==> src/rtl/shift_left_logical_iterative_if.sv <==
// Operand/result handshake bundle for the iterative left shifter.
interface shift_left_logical_iterative_if #(
  parameter int N = 32
) ();
  localparam int L = $clog2(N);

  logic         in_valid;
  logic         in_ready;
  logic [N-1:0] in;
  logic [L-1:0] shamt;
  logic         out_valid;
  logic         out_ready;
  logic [N-1:0] out;

  modport master (
    output in_valid, in, shamt, out_ready,
    input  in_ready, out_valid, out
  );

  modport slave (
    input  in_valid, in, shamt, out_ready,
    output in_ready, out_valid, out
  );
endinterface

==> src/rtl/shift_left_logical_iterative.sv <==
// Logical left shift, one binary-weighted stage per clock; result valid L=$clog2(N) cycles after accept.
// Accepts only when idle; a finished result is held in DONE for as long as out_ready stays low.
module shift_left_logical_iterative #(
  parameter int N = 32
) (
  input  logic                          clk,
  input  logic                          rst,
  shift_left_logical_iterative_if.slave bus
);
  localparam int L  = $clog2(N);
  localparam int KW = (L > 1) ? $clog2(L) : 1;

  typedef enum logic [1:0] {
    S_IDLE  = 2'd0,
    S_SHIFT = 2'd1,
    S_DONE  = 2'd2
  } state_t;

  state_t        state_q, state_d;
  logic [N-1:0]  acc_q, acc_d;
  logic [L-1:0]  sh_q, sh_d;
  logic [KW-1:0] k_q, k_d;
  logic [L-1:0]  stage_amt;

  // Stage k moves the value by 2^k; the largest weight 2^(L-1) still fits in L bits.
  assign stage_amt = L'(1) << k_q;

  always_ff @(posedge clk or negedge rst) begin
    if (!rst) begin
      state_q <= S_IDLE;
      acc_q   <= '0;
      sh_q    <= '0;
      k_q     <= '0;
    end else begin
      state_q <= state_d;
      acc_q   <= acc_d;
      sh_q    <= sh_d;
      k_q     <= k_d;
    end
  end

  always_comb begin
    state_d = state_q;
    acc_d   = acc_q;
    sh_d    = sh_q;
    k_d     = k_q;
    unique case (state_q)
      S_IDLE: begin
        if (bus.in_valid) begin
          acc_d   = bus.in;
          sh_d    = bus.shamt;
          k_d     = '0;
          state_d = S_SHIFT;
        end
      end
      S_SHIFT: begin
        if (sh_q[k_q]) begin
          acc_d = acc_q << stage_amt;
        end
        if (k_q == KW'(L - 1)) begin
          state_d = S_DONE;
        end else begin
          k_d = k_q + KW'(1);
        end
      end
      S_DONE: begin
        if (bus.out_ready) begin
          state_d = S_IDLE;
        end
      end
      default: begin
        state_d = S_IDLE;
      end
    endcase
  end

  // Handshake outputs come straight from the state register, never from in_valid/out_ready.
  assign bus.in_ready  = (state_q == S_IDLE);
  assign bus.out_valid = (state_q == S_DONE);
  assign bus.out       = acc_q;
endmodule

==> src/flat_wrapper.sv <==
// flat-port wrapper written by rule: the top's interface ports become plain ports
module shift_left_logical_iterative_flat 
#(
  parameter int N = 32
)
  (clk, rst, bus_in_valid, bus_in, bus_shamt, bus_out_ready, bus_in_ready, bus_out_valid, bus_out);
  shift_left_logical_iterative_if #(.N(N)) bus_i ();
  input  logic clk;
  input  logic rst;
  input wire logic [$bits(bus_i.in_valid)-1:0] bus_in_valid;
  input wire logic [$bits(bus_i.in)-1:0] bus_in;
  input wire logic [$bits(bus_i.shamt)-1:0] bus_shamt;
  input wire logic [$bits(bus_i.out_ready)-1:0] bus_out_ready;
  output wire logic [$bits(bus_i.in_ready)-1:0] bus_in_ready;
  output wire logic [$bits(bus_i.out_valid)-1:0] bus_out_valid;
  output wire logic [$bits(bus_i.out)-1:0] bus_out;
  assign bus_i.in_valid = bus_in_valid;
  assign bus_i.in = bus_in;
  assign bus_i.shamt = bus_shamt;
  assign bus_i.out_ready = bus_out_ready;
  assign bus_in_ready = bus_i.in_ready;
  assign bus_out_valid = bus_i.out_valid;
  assign bus_out = bus_i.out;
  shift_left_logical_iterative #(.N(N)) u_core (.clk(clk), .rst(rst), .bus(bus_i));
endmodule
==> config.mk <==
export PLATFORM = sky130hd
export DESIGN_NAME = shift_left_logical_iterative_flat
export DESIGN_NICKNAME = d
export VERILOG_FILES = /design/src/rtl/shift_left_logical_iterative_if.sv /design/src/rtl/shift_left_logical_iterative.sv /design/src/flat_wrapper.sv
export SDC_FILE = /design/constraint.sdc
export NUM_CORES = 1
export LEC_CHECK = 0
export CAP_MARGIN = 30
export CORE_MARGIN = 2
export CORE_UTILIZATION = 53
export DETAILED_ROUTE_END_ITERATION = 7
export GPL_TIMING_DRIVEN = 0
export PLACE_DENSITY_LB_ADDON = 0.08
export RECOVER_POWER = 50
export SYNTH_ARGS = -nofsm -noshare
export SYNTH_HDL_FRONTEND = slang
export SYNTH_SLANG_ARGS = --single-unit
==> constraint.sdc <==
create_clock -name clk -period 3.9 [get_ports clk]
set_clock_uncertainty 0.15 [all_clocks]
set_input_delay 0.78 -clock clk [delete_from_list [all_inputs] [get_ports clk]]
set_output_delay 0.78 -clock clk [all_outputs]
set_load 0.02 [all_outputs]
### Yosys cells after proc, flatten, opt, wreduce, memory -nomap -nowiden

Cells that the tools add are included.

| cells by class | value |
|---|---|
| reductions and logical operators | 6 |
| multipliers | 0 |
| bitwise logic cells | 0 |
| shift-type cells | 2 |
| $lt $le $gt $ge | 1 |
| div/mod/pow operators | 0 |
| add/subtract/negate cells | 1 |
| mux-type cells | 12 |
| equality and inequality tests | 8 |

Operators by type and width:

| cell | count |
|---|---|
| two-way mux 32 bit | 2 |
| case mux 32 bit (2 select lines) | 1 |
| left shift 32 x 5 -> 32 bit | 1 |
| AND reduction 3 bit | 3 |
| two-way mux 2 bit | 3 |
| two-way mux 3 bit | 2 |
| != test 2 bit, second input constant | 3 |
| case mux 2 bit (3 select lines) | 1 |
| case mux 3 bit (2 select lines) | 1 |
| left shift 1 x 3 -> 5 bit, first input constant | 1 |
| less-than comparator 3 x 4 -> 1 bit, second input constant | 1 |
| != test 2 x 1 -> 1 bit, second input constant | 2 |
| adder 3 x 1 -> 3 bit, second input constant | 1 |
| binary-select mux 1 bit (select 3 bit) | 1 |
| equality test 3 bit, second input constant | 1 |
| equality test 2 x 1 -> 1 bit, second input constant | 1 |
| equality test 2 bit, second input constant | 1 |
| zero test 2 bit | 1 |
| AND reduction 2 bit | 1 |
| nonzero test 2 bit | 1 |
| two-way mux 1 bit | 1 |

| word-level totals | value |
|---|---|
| RAM bits | 0 |
| logic and storage cells | 34 |
| output and inout bits | 34 |
| memories | 0 |
| flip-flop bits (word level) | 42 |
| bits in latches | 0 |
| ROM bits | 0 |

### Depth between registers and ports, before layout

Gate-level depths: netlist (run 1).

| depth | value |
|---|---|
| depth after elaboration | 4 |
| gate-level depth with buffers | 11 |
| depth with buffers taken out | 8 |

### Worst setup path after synthesis (run 1)

No wires, ideal clock.

| timing path | value |
|---|---|
| path kind | reg2reg |
| from | register u_core.k_q[0] |
| to | register u_core.acc_q[31], in the netlist u_core.bus.out[31] |
| data arrival time | 2490 ps |
| clock period less this slack | 2765 ps |
| slack | 1135 ps |
| buffers on the path | 1 |
| stages on the path, launching flop included | 9 |
| path through | dfrtp_1 -> inv_1 -> ha_1 -> buf_2 -> mux2_1 -> mux4_2 -> a222oi_1 -> o221ai_1 -> mux2_2 |

| on the way | value |
|---|---|
| cells in the longest elaborated chain, start to end | 4 |
| elaborated cells on any way between the ends | 8 |

Ends and longest elaborated chain:

| element | line | text |
|---|---|---|
| start, declared | shift_left_logical_iterative.sv:22 | `logic [KW-1:0] k_q, k_d;` |
| start signal, assigned | shift_left_logical_iterative.sv:38 | `k_q <= k_d;` |
| left shift 1 x 3 -> 5 bit or binary-select mux 1 bit (select 3 bit) (tied branches) | shift_left_logical_iterative.sv:26, shift_left_logical_iterative.sv:57 |  |
| left shift 32 x 5 -> 32 bit or two-way mux 1 bit (tied branches) | shift_left_logical_iterative.sv:58, shift_left_logical_iterative.sv:57 |  |
| two-way mux 32 bit or != test 2 x 1 -> 1 bit (tied branches) | n/a |  |
| case mux 32 bit (2 select lines) or AND reduction 3 bit (tied branches) | n/a |  |
| end signal, assigned | shift_left_logical_iterative.sv:31 | `acc_q <= '0;` |
| end signal, assigned | shift_left_logical_iterative.sv:36 | `acc_q <= acc_d;` |
| end, declared | shift_left_logical_iterative.sv:20 | `logic [N-1:0] acc_q, acc_d;` |

Parallel ways exist; a longest one is shown, timed or not. The select of a mux whose other input is x is not followed.
A chain may end at the register's enable or synchronous reset.

### Final worst setup path (run 1)

Ends and elaborated chain as after synthesis.

==> summary.md, run 1 <==
| Metric | Value |
|---|---|
| Run status | finished clean |
| Total die area | 0.00786 mm^2 |
| Fraction of the cycle the final worst path needs | 0.893 |
| Unrepaired setup endpoints after global routing | no |
| Global-route wire length before repair | 22900 um |
| Final count of pins violating max slew | 0 |
| Largest stage delay on the critical path | 0.58 ns |
| Number of buffers created by CTS | 5 |
| Total half-perimeter wirelength after legalization and detailed placement | 11200 um |
| HP Class | register to register |
| Avg WL per Cell | 24.8 um |
| RePlAce Congestion | 1.01 |
| Largest fanout on the critical path | 10 |
| Critical Path Source Type | register |
| Post-synthesis cell type count | 54 |
| Leading cell types by total area after synthesis | dfrtp_1, mux4_2, mux2i_1 |
| Most used flip-flop cell after synthesis | dfrtp_1 |
| Antenna diodes | 0 |
| Synth warn | 0 |
| Share of final-layout standard cells stronger than drive strength 1 | 0.114 |
| Arrival time of data at the critical path endpoint | 3.53 ns |
| Critical hold path startpoint | u_core.sh_q[3] |
| Nets in the synthesized netlist | 471 |
| Number of detailed-route iterations in the first pass | 6 |
| Initial antenna violation count | 0 |
| Syn-to-layout area delta | 25.5% |
| Endpoint of the worst hold-timing path | u_core.sh_q[3] |
| Routing layer with the top usage in global route | met2 |
| Async S/R FF share, synth | 1.00 |
| Worst-path cell chain | inv_1 > ha_1 > clkbuf_1 > mux2i_1 > inv_1 > mux4_2 > a222oi_1 > o221ai_1 > mux2_2 |
| Largest area contributor in the synthesized netlist | dfrtp_1 |
| Ports placed on the boundary | 75 |
| Type of the worst setup path | register to register |
| Die Y-Extent | 88.7 um |
| Std-Cell Core Area | 0.00687 mm^2 |
| Slew at the pin with the worst max-slew slack | 1.30 ns |
| Syn Std Cell Area | 0.00380 mm^2 |
| Buffer depth of the longest clock path | 2 |
| Met2 usage | 0.601 |
| DRC violation count after routing | 0 |
| Library cell contributing the largest single delay on the critical path | mux4_2 |
| Highest attainable clock frequency | 287 MHz |
| Met3 Use GR | 0.106 |
| Count of max-cap constraint violations | 0 |
| Cts hold-fix bufs | 0 |
| Utilization of the core after routing | 0.694 |
| Max transition margin | 0.134 |
| Clock tree root driver cell | clkbuf_8 |
| Sum Neg Setup Slack | 0 ns |
| Site Rows | 30 |
| Sum of routed wire length over all layers | 15000 um |
| Most prevalent standard cell on the critical path | inv_1 |
| Global Route met1 Usage | 0.536 |
| Commonest cells in the netlist | nand2_1, nor2_1, dfrtp_1, mux2i_1, mux4_2 |
| Gr usage total | 0.399 |
| Ratio of routed vias to standard cells | 7.02 |
| Pre-CTS worst setup slack | 0.578 ns |
| Clock transition at the registers of the reported paths | 0.09 ns |
| Number of synthesized register bits | 42 |
| Worst Setup End Kind | register |
| EDFF count, synth | 0 |
| Final worst-path setup slack | 0.418 ns |
| Mean area per synthesized cell | 8.94 um^2 |
| Buffers inserted by post-CTS timing repair | 0 |
| Depth of the worst register-to-register path | 9 |
| Count of mapped cells out of synthesis | 425 |
| Share of synthesized area occupied by flip-flops and latches | 0.277 |
| Effective utilization at floorplan | 0.553 |
| CTS resizes | 0 |
| Via Count | 4245 |
| Final hold violation count | 0 |
| Count of cells along the worst hold path | 2 |
| Aggregate global routing overflow | 0 |
| Horizontal extent of the die | 88.7 um |
| H-tree levels | 2 |
| Largest net degree at the start of global routing | 23 |
| Worst flop-to-flop path endpoint | u_core.bus.out[31] |
| Via count of the first global-routing pass | 4075 |
| Count of clock tree sinks | 42 |
| TritonCTS clock tree | done |
| Data required time at the worst endpoint | 3.95 ns |
| Launch point of the worst reg-to-reg path | u_core.k_q[0] |
| Setup Viol. Count Final | 0 |
| Fraction of synthesized cell area taken by the top area cell type | 0.277 |
| Top-count cell post-synth | nand2_1 |
| Number of input and output port buffers inserted | 74 |
| Number of routed nets with antenna violations | 0 |
| Clock Latency Late Sink | 0.31 ns |
| Number of DRC violations after detailed-routing iteration 0 | 533 |
| Final min period | 3.48 ns |
| Reg2reg setup slack | 0.42 ns |
| Nets | 554 |
[per-stage QoR]
step                instance area (um^2)  instances  hold WS [ns]
floorplan                           3800        425         0.290
global placement                    4660        595         0.307
detailed placement                  4680        596         0.315
CTS                                 4790        604         0.320
global route                        4770        605         0.365
finish                              4770        605         0.332
[final cells by class]
type | instances | area [um^2]
inverters | 12 | 45.0
fillers | 561 | 2100
repair buffers | 76 | 743
clock buffers | 7 | 76.3
flip-flops and latches | 42 | 1050
well taps | 96 | 120
clock inverters | 1 | 30.0
multi-input cells | 335 | 2520
plain buffers | 36 | 176
[state kept, by name (all words and copies together) (netlist names)]
register,cells
u_core.state_q,2
u_core.bus.out,32
u_core.k_q,3
u_core.sh_q,5
[metal layers]
| layer | up-vias | wire (um) |
|---|---|---|
| li1 | 1757 | - |
| met1 | 2008 | 5570 |
| met2 | 397 | 6640 |
| met3 | 83 | 2060 |
| met4 | 0 | 737 |
| met5 | - | 0 |
[cell families (layout without fill, tap and decap cells)]
kind of cell / Yosys count / count (layout) / synth area share
muxes: 78 / 78 / 0.286
AOI/OAI and AO/OA: 101 / 101 / 0.189
buffers and inverters: 48 / 132 / 0.0586
DFF: 42 / 42 / 0.277
adders and majority gates: 5 / 5 / 0.0165
and+or+nand+nor: 151 / 151 / 0.174
[how the worst max path moves through the flow]
stage / startpoint / end / cells after the start
after global routing: u_core.k_q[1] / u_core.bus.out[31] / 9
after floorplan: u_core.k_q[0] / u_core.bus.out[31] / 8
after CTS: u_core.k_q[0] / u_core.bus.out[12] / 10
final: u_core.k_q[0] / u_core.bus.out[31] / 9
after global placement: u_core.k_q[0] / u_core.bus.out[31] / 8
after detailed placement: u_core.k_q[0] / u_core.bus.out[31] / 8
[worst max-delay path: cells and delay by family (launching register included)]
family / cells / cell delay [ns]
mux: 3 / 1.26
buf+inv: 3 / 0.62
compound gates: 2 / 0.60
flops: 1 / 0.49
fa+ha+maj: 1 / 0.24
[cells in the final DEF (no fill, tap or decap), types with 7 or more instances in the layout]
master,synthesis,layout
a21oi_1,16,16
a221oi_1,15,15
a31oi_1,8,8
buf_2,10,9
clkbuf_1,16,21
clkdlybuf4s50_1,0,61
dfrtp_1,42,42
dlygate4sd3_1,0,12
inv_1,12,12
mux2_2,10,10
mux2i_1,41,41
mux4_2,22,22
nand2_1,58,58
nand2b_1,7,7
nor2_1,55,55
nor2b_1,7,7
o211ai_1,7,7
o21ai_0,15,15
Power of run 1 is not shown: default switching activity piles up to over one toggle a cycle in this logic, so the estimate is an artifact.
==> inputs of run 2 (changes only) <==
--- a/config.mk
+++ b/config.mk
@@ -6,6 +6,7 @@
 export NUM_CORES = 1
 export LEC_CHECK = 0
 export CAP_MARGIN = 30
+export CORE_ASPECT_RATIO = 0.6
 export CORE_MARGIN = 2
 export CORE_UTILIZATION = 53
 export DETAILED_ROUTE_END_ITERATION = 7
==> run 2 against run 1 <==
  * Design area rose by 1.0%
  * Highest routed layer unchanged
  * Fmax fell by 2.0%
  * Setup slack got worse by 0.071 ns
  * Critical path depth did not move
  * Sequential share of layout area fell by 0.22 points
  * Global-route usage rose by 1.3 points
  * Via count rose by 0.35%
  * Count of clock-buffer cells in the layout fell by 1
  * First-iteration DRC count rose by 39%
  * Worst hold slack improved by 0.011 ns
  * Core utilization rose by 1.5 points
==> summary.md, run 2 (synthesized netlist as in run 1, its figures left out) <==
| Metric | Value |
|---|---|
| Run status | finished clean |
| Number of flip-flops under the largest register name | 32 |
| Global-route wire length before repair | 24200 um |
| Via Count | 4260 |
| Slew at the pin with the worst max-slew slack | 1.39 ns |
| HP Class | register to register |
| Cts hold-fix bufs | 0 |
| Setup Viol. Count Final | 0 |
| Largest net degree at the start of global routing | 23 |
| Worst-path cell chain | inv_1 > ha_1 > clkbuf_1 > mux2i_1 > inv_1 > mux4_2 > a222oi_1 > o221ai_1 > mux2_2 |
| Largest fanout on the critical path | 10 |
| Number of detailed-route iterations in the first pass | 5 |
| H-tree levels | 2 |
| Syn-to-layout area delta | 26.8% |
| DRC violation count after routing | 0 |
| CTS resizes | 0 |
| Data required time at the worst endpoint | 3.93 ns |
| Antenna diodes | 0 |
| Avg WL per Cell | 26.6 um |
| TritonCTS clock tree | done |
| Via count of the first global-routing pass | 4076 |
| Count of clock tree sinks | 42 |
| Total half-perimeter wirelength after legalization and detailed placement | 12000 um |
| Commonest cells after routing, fill and taps aside | clkdlybuf4s50_1, nand2_1, nor2_1 |
| Number of input and output port buffers inserted | 74 |
| Worst hold slack | 0.343 ns |
| Fraction of the cycle the final worst path needs | 0.911 |
| Gr usage total | 0.412 |
| Nets | 554 |
| RePlAce Congestion | 0.986 |
| Clock tree root driver cell | clkbuf_16 |
| Sum Neg Setup Slack | 0 ns |
| Final hold violation count | 0 |
| Unrepaired setup endpoints after global routing | no |
| Type of the worst setup path | register to register |
| Number of DRC violations after detailed-routing iteration 0 | 742 |
| Share of final-layout standard cells stronger than drive strength 1 | 0.116 |
| Buffers inserted by post-CTS timing repair | 0 |
| Count of max-cap constraint violations | 0 |
| Total die area | 0.00788 mm^2 |
| Critical Path Source Type | register |
| Std-Cell Core Area | 0.00679 mm^2 |
| Number of buffers created by CTS | 5 |
| Horizontal extent of the die | 113 um |
| Utilization of the core after routing | 0.709 |
| Most common cell after layout, fill and taps aside | clkdlybuf4s50_1 |
| Aggregate global routing overflow | 0 |
| Site Rows | 23 |
| Effective utilization at floorplan | 0.559 |
| Die Y-Extent | 69.6 um |
| Sum of routed wire length over all layers | 15800 um |
| Final min period | 3.55 ns |
| Final count of pins violating max slew | 0 |
| Initial antenna violation count | 0 |
| Ports placed on the boundary | 75 |
| Final worst-path setup slack | 0.347 ns |
| Library cell contributing the largest single delay on the critical path | mux4_2 |
| Arrival time of data at the critical path endpoint | 3.58 ns |
| Highest attainable clock frequency | 281 MHz |
| Number of routed nets with antenna violations | 0 |
| Pre-CTS worst setup slack | 0.518 ns |
| Ratio of routed vias to standard cells | 7.15 |
| Buffer depth of the longest clock path | 2 |
| Clock Latency Late Sink | 0.29 ns |
| Most prevalent standard cell on the critical path | inv_1 |
| Max transition margin | 0.0721 |
| Worst Setup End Kind | register |
| Clock transition at the registers of the reported paths | 0.07 ns |
| Largest stage delay on the critical path | 0.58 ns |
## run 2: cell types whose count changed in the layout (fill, tap and decap cells not counted)
cell	before	now
clkbuf_1	21	20
clkbuf_16	0	5
clkbuf_8	5	0
clkinvlp_4	0	1
## run 2: per-layer routing
layer	wire length [um]	track usage	share of wire
met5	0	0	0
met4	496	0.104	0.031
met1	6180	0.591	0.39
met2	6350	0.573	0.40
met3	2820	0.177	0.18
## run 2: layout make-up
| type | instances | area, um^2 |
|---|---|---|
| multi-input combinational | 335 | 2520 |
| fill | 510 | 1980 |
| sequential | 42 | 1050 |
| timing repair buffer | 76 | 743 |
| buffer | 36 | 176 |
| clock buffer | 6 | 129 |
| tap | 87 | 109 |
| inverter | 12 | 45.0 |
| clock inverter | 2 | 37.5 |
## run 2: critical path, delay by kind of cell, from the launching register on
kind	cells	cell delay, ns
DFF	1	0.49
AOI/OAI and AO/OA	2	0.60
buffers and inverters	3	0.68
adders and majority gates	1	0.27
muxes	3	1.26
## run 2: path summary, 6_finish.rpt
| check | startpoint | endpoint | depth (start not counted) | slack, ns |
|---|---|---|---|---|
| min | u_core.sh_q[2] | u_core.sh_q[2] | 2 | 0.34 |
| max | u_core.k_q[0] | u_core.bus.out[31] | 9 | 0.35 |
| max reg2reg | u_core.k_q[0] | u_core.bus.out[31] | 9 | 0.35 |
| min reg2reg | u_core.sh_q[2] | u_core.sh_q[2] | 2 | 0.34 |
| max in group asynchronous | rst | u_core.bus.out[25] | 2 | 1.19 |
| min in group asynchronous | rst | u_core.sh_q[2] | 1 | 0.55 |
## run 2: through the flow
step | instance area, um^2 | instances
2_1_floorplan | 3800 | 425
3_3_place_gp | 4650 | 586
3_5_place_dp | 4670 | 587
4_1_cts | 4840 | 595
5_1_grt | 4820 | 596
6_report | 4820 | 596
Power of run 2 is left out for the same reason.
==> inputs of run 3 (changes only) <==
--- a/config.mk
+++ b/config.mk
@@ -6,11 +6,11 @@
 export NUM_CORES = 1
 export LEC_CHECK = 0
 export CAP_MARGIN = 30
-export CORE_ASPECT_RATIO = 0.6
 export CORE_MARGIN = 2
 export CORE_UTILIZATION = 53
 export DETAILED_ROUTE_END_ITERATION = 7
 export GPL_TIMING_DRIVEN = 0
+export HOLD_SLACK_MARGIN = 0.1
 export PLACE_DENSITY_LB_ADDON = 0.08
 export RECOVER_POWER = 50
 export SYNTH_ARGS = -nofsm -noshare
==> results of run 3 <==
The final DEF is identical to that of run 1; final timing and power are the same.
Power of run 3 is left out for the same reason.
